===== config.mk =====
export PLATFORM = sky130hd
export DESIGN_NAME = ksa_controller
export DESIGN_NICKNAME = d
export VERILOG_FILES = /design/src/rtl/ksa_controller.sv
export SDC_FILE = /design/constraint.sdc
export NUM_CORES = 1
export LEC_CHECK = 0
export BUFFER_PORTS_ARGS = -buffer_cell sky130_fd_sc_hd__buf_2
export CORE_MARGIN = 2
export CORE_UTILIZATION = 55
export CTS_CLUSTER_SIZE = 8
export DETAILED_ROUTE_END_ITERATION = 8
export HOLD_SLACK_MARGIN = 0.12
export PLACE_DENSITY = 0.8
export SLEW_MARGIN = 20
export SYNTH_ARGS = -nofsm -noshare
export SYNTH_HDL_FRONTEND = slang
export SYNTH_SLANG_ARGS = --single-unit

===== constraint.sdc =====
create_clock -name CLOCK_50 -period 4.05 [get_ports CLOCK_50]
set_input_delay 0.405 -clock CLOCK_50 [delete_from_list [all_inputs] [get_ports CLOCK_50]]
set_output_delay 0.405 -clock CLOCK_50 [all_outputs]
set_load 0.05 [all_outputs]

===== src/rtl/ksa_controller.sv =====
// -----------------------------------------------------------------------------
// ksa_controller
//
// Purpose
//   Drives an external 256 x 8 S-memory through the RC4 setup phase:
//     1. INIT : s[i] = i for i = 0..255 (one write per cycle, 256 cycles).
//     2. KSA  : for i = 0..255
//                 j = j + s[i] + key[i mod KEY_BYTES]
//                 swap(s[i], s[j])
//               Each i takes six cycles: read s[i], capture, read s[j],
//               capture, write s[i], write s[j].
//   A run lasts 1792 busy cycles. The controller then parks in DONE until
//   the requester drops start.
//
// Parameters
//   KEY_BYTES   number of key bytes, used cyclically (1..32).
//
// Ports
//   CLOCK_50     in   1            sole clock, rising edge
//   reset        in   1            asynchronous, active-high reset
//   start        in   1            level request for a full init + KSA run
//   secret_key   in   8*KEY_BYTES  key, byte 0 in the most significant byte;
//                                  must be held stable while busy
//   busy         out  1            high in every state except IDLE and DONE
//   done         out  1            high only in DONE
//   mem_address  out  8            S-memory address
//   mem_data     out  8            S-memory write data
//   mem_wren     out  1            S-memory write enable
//   mem_q        in   8            S-memory read data, one cycle after the
//                                  address is presented
// -----------------------------------------------------------------------------
module ksa_controller #(
  parameter int KEY_BYTES = 3
) (
  input  logic                   CLOCK_50,
  input  logic                   reset,
  input  logic                   start,
  input  logic [8*KEY_BYTES-1:0] secret_key,
  output logic                   busy,
  output logic                   done,
  output logic [7:0]             mem_address,
  output logic [7:0]             mem_data,
  output logic                   mem_wren,
  input  logic [7:0]             mem_q
);

  // Key index width; a single-byte key still gets a 1-bit counter so the
  // vector never collapses to zero width.
  localparam int KW = (KEY_BYTES > 1) ? $clog2(KEY_BYTES) : 1;

  typedef enum logic [3:0] {
    S_IDLE,
    S_INIT,
    S_RD_I,
    S_CAP_I,
    S_RD_J,
    S_CAP_J,
    S_WR_I,
    S_WR_J,
    S_DONE
  } state_t;

  state_t          state_q, state_d;
  logic [7:0]      i_q,  i_d;
  logic [7:0]      j_q,  j_d;
  logic [KW-1:0]   k_q,  k_d;
  logic [7:0]      si_q, si_d;
  logic [7:0]      sj_q, sj_d;
  logic [7:0]      key_byte;

  // ---------------------------------------------------------------------------
  // Key byte selection. A compare-per-byte mux keeps every part-select
  // constant and never indexes past the last key byte.
  // ---------------------------------------------------------------------------
  always_comb begin
    key_byte = '0;
    for (int b = 0; b < KEY_BYTES; b++) begin
      if (k_q == KW'(b)) begin
        key_byte = secret_key[8*(KEY_BYTES-1-b) +: 8];
      end
    end
  end

  // ---------------------------------------------------------------------------
  // State and datapath registers
  // ---------------------------------------------------------------------------
  // NOTE: sequential state uses non-blocking assignments so every register
  // samples the pre-edge values of the others, independent of statement order.
  always_ff @(posedge CLOCK_50 or posedge reset) begin
    if (reset) begin
      state_q <= S_IDLE;
      i_q     <= '0;
      j_q     <= '0;
      k_q     <= '0;
      si_q    <= '0;
      sj_q    <= '0;
    end else begin
      state_q <= state_d;
      i_q     <= i_d;
      j_q     <= j_d;
      k_q     <= k_d;
      si_q    <= si_d;
      sj_q    <= sj_d;
    end
  end

  // ---------------------------------------------------------------------------
  // Next-state and datapath update
  // ---------------------------------------------------------------------------
  always_comb begin
    // NOTE: every variable assigned here gets a hold value first, so no path
    // through the case leaves one unassigned and no latch is inferred.
    state_d = state_q;
    i_d     = i_q;
    j_d     = j_q;
    k_d     = k_q;
    si_d    = si_q;
    sj_d    = sj_q;

    unique case (state_q)
      S_IDLE: begin
        if (start) begin
          state_d = S_INIT;
          i_d     = '0;
          j_d     = '0;
          k_d     = '0;
        end
      end

      S_INIT: begin
        // i wraps 255 -> 0 on the last write, leaving it ready for the KSA.
        i_d = i_q + 8'd1;
        if (i_q == 8'hFF) begin
          state_d = S_RD_I;
        end
      end

      S_RD_I: state_d = S_CAP_I;

      S_CAP_I: begin
        si_d    = mem_q;
        j_d     = j_q + mem_q + key_byte;
        state_d = S_RD_J;
      end

      S_RD_J: state_d = S_CAP_J;

      S_CAP_J: begin
        sj_d    = mem_q;
        state_d = S_WR_I;
      end

      S_WR_I: state_d = S_WR_J;

      S_WR_J: begin
        if (i_q == 8'hFF) begin
          state_d = S_DONE;
        end else begin
          i_d     = i_q + 8'd1;
          k_d     = (k_q == KW'(KEY_BYTES-1)) ? '0 : k_q + KW'(1);
          state_d = S_RD_I;
        end
      end

      S_DONE: begin
        if (!start) begin
          state_d = S_IDLE;
        end
      end

      default: state_d = S_IDLE;
    endcase
  end

  // ---------------------------------------------------------------------------
  // Outputs, decoded from the current state only. With i = j the two writes
  // land on the same entry and the second one (si) restores the original
  // value, so no special case is needed.
  // ---------------------------------------------------------------------------
  always_comb begin
    busy        = 1'b1;
    done        = 1'b0;
    mem_address = '0;
    mem_data    = '0;
    mem_wren    = 1'b0;

    unique case (state_q)
      S_IDLE: begin
        busy = 1'b0;
      end

      S_INIT: begin
        mem_address = i_q;
        mem_data    = i_q;
        mem_wren    = 1'b1;
      end

      S_RD_I: begin
        mem_address = i_q;
      end

      S_RD_J: begin
        mem_address = j_q;
      end

      S_WR_I: begin
        mem_address = i_q;
        mem_data    = sj_q;
        mem_wren    = 1'b1;
      end

      S_WR_J: begin
        mem_address = j_q;
        mem_data    = si_q;
        mem_wren    = 1'b1;
      end

      S_DONE: begin
        busy = 1'b0;
        done = 1'b1;
      end

      default: ;  // capture states drive nothing
    endcase
  end

endmodule


==> run metrics <==
status finished, final reports clean; dpl cell area 2824 µm²; Die Y 72.01 µm; clk sink count 38; Synthesis Warnings 0; share of cells above drive strength 1 0.2531; Max Clock Skew between 0.006 and 0.007 ns; largest net degree at the start of global routing 39; Mapped Area 2544 µm²; Final min period 3.161 ns; hold buffers post-CTS 0; worst setup margin 0.8895 ns; setup TNS 0 ns; most common cell in the netlist dfrtp_1; first-pass GRT wire length 10,260 µm; area leader, netlist dfrtp_1; Reg clk slew, reported paths 0.08 ns; syn avg cell area a little over 9 µm²; nets about 370; Initial DRC Count 134; crit path cell chain nor2b_1, nand2_1, o21ai_0, fa_1, ha_1, inv_1, fa_1, nand2b_1, a21oi_1, o22ai_1, xnor2_1, o21ai_0; Worst EP required 4.27 ns; CP max FO 12; Placement Setup Slack 0.8760 ns; LEAKAGE 1.386 nW; H-Tree Depth 2; Synth area leaders dfrtp_1, mux2_2, fa_1; chip width 72.01 µm; Mapped Cells ~280; Final Max Slew Viols 0; clock tree buffer depth 2; Worst slew margin 0.5045; Hold Crit Class input port to asynchronous set/reset pin; PortBufs 53; DP Wirelength 4435 µm; num rows 24; total grt overflow 0; CTS Buf Count 5; TritonCTS clock tree yes; CP Capture Type register; Via density between 5 and 6; gr usage total 0.2582; Vias about 2,200; PostCTS Resize Cnt 0; Fill cells 355; DRC errors left 0; critical path class register to register; Final ANT Viol Nets 0; Area Growth Syn to Fin 15.45%; RSZ-0062 raised after global routing false; Worst-Skew Late Latency 0.30 ns; Synth Flop Type dfrtp_1; arrival time worst endpoint 3.38 ns; Synth top area share 0.3738; synthesized flop and latch total 38; # diodes 0; crit path max-delay cell type dfrtp_1; fraction of registers with async set/reset 1.000; Post-Layout Inst Area about 2900 µm²; slowest stage delay, CP 0.69 ns; WL per Instance 15.90 µm; Pre-antenna DRT Iters 4; actual slew at the worst max-slew pin 0.7393 ns; Post-synth EDFFs 0; initial antenna violation count 0; P per Cell Area around 430 nW/µm²; max_cap viols 0; Routability Congestion 0.8797; Post-synth top cells dfrtp_1, nand2_1, nor2_1; Setup Buffers After CTS 0; worst hold margin 0.2087 ns; core area between 4000 and 5000 µm²; Seq/Total Area, Yosys 0.3738; Max VDD drop 327.9 µV; delay-heaviest family, CP adder cells; root buffer cell clkbuf_8; syn nets 328; final critical-path share of the clock period 0.7804; die area 5185 µm²; final hold viol count 0; max frequency 316.4 MHz; Yosys cell types 45; vias in the first global route around 2,200; Top-Level Pins 54; Critical Path Start Type register; Initial Utilization 0.5762; WL final 5978 µm; Buffers & Inverters on Critical Path 1; Setup violations, final 0
==> kinds of logic (layout without fill, tap and decap cells) <==
| logic type | after synthesis | in the layout | synth area share |
|---|---|---|---|
| adders and majority gates | 15 | 15 | 0.09739 |
| AOI/OAI and AO/OA | 61 | 61 | 0.1520 |
| and+or+nand+nor | 100 | 100 | 0.1928 |
| xor gates and xnor gates | 10 | 10 | 0.03443 |
| buffers and inverters | 30 | 76 | 0.04771 |
| muxes | 24 | 24 | 0.1018 |
| DFF | 38 | 38 | 0.3738 |
==> where the power goes <==
group          internal, mW  leakage (nW)  switching, mW
clock network         0.197        0.0573          0.135
registers             0.427         0.455         0.0569
logic                 0.213         0.874          0.237
==> through the flow <==
step / power [mW] / std cells / util
2_1_floorplan: 0.8206 / 278 / -
3_3_place_gp: 0.9090 / 369 / 0.6397
3_5_place_dp: 0.9318 / 369 / 0.6397
4_1_cts: 1.271 / 376 / 0.6652
5_1_grt: 1.352 / 376 / 0.6652
6_report: 1.265 / 376 / 0.6652
==> final timing paths <==
path / start / end / slack (ns) / cells after the start
setup / recovery: k_q[0] / j_q[7] / 0.89 / 12
hold / removal: reset / i_q[2] / 0.21 / 3
setup reg to reg: k_q[0] / j_q[7] / 0.89 / 12
hold reg to reg: si_q[6] / si_q[6] / 0.51 / 2
max in group asynchronous: reset / si_q[1] / 3.50 / 3
min in group CLOCK_50: start / state_q[3] / 0.34 / 2
==> registers in the layout, summed over array words and instances, names as in the netlist <==
register / cells
i_q: 8
j_q: 8
k_q: 2
si_q: 8
sj_q: 8
state_q: 4
==> per-layer routing <==
metal	GRT usage	vias to the layer above	routed length, µm
met5	0	-	0
met4	0.07128	0	85
met3	0.06528	8	344
met2	0.4311	61	2967
met1	0.3361	1063	2579
li1	-	1064	-
==> tightest hold or removal path, delay by kind of cell <==
family	cells	cell delay (ns)
buf+inv	3	0.55
==> final cells by class <==
type                       instances  area, µm²  share of cell area
inverter                          13      48.80             0.01662
sequential                        38      950.9              0.3238
clock inverter                     1      30.03             0.01023
tap                               52      65.06             0.02216
clock buffer                       6      82.58             0.02812
multi-input combinational        210       1471              0.5011
timing repair buffer              56      287.8             0.09800
==> placed cells by master, fill, tap and decap left out, types with 3 or more instances in the layout <==
master / instances
o31ai_1: 4
nand3_1: 13
mux2i_1: 9
clkbuf_8: 6
buf_4: 3
xnor2_1: 7
buf_2: 53
nand2_1: 37
nand2b_1: 4
a22oi_1: 16
ha_1: 7
a21o_1: 3
xor2_1: 3
o21ai_0: 22
fa_1: 8
inv_1: 13
mux2_2: 15
a21oi_1: 7
dfrtp_1: 38
nor2_1: 24
nor3_1: 3
No activity file was read; power rests on OpenSTA's default activity.
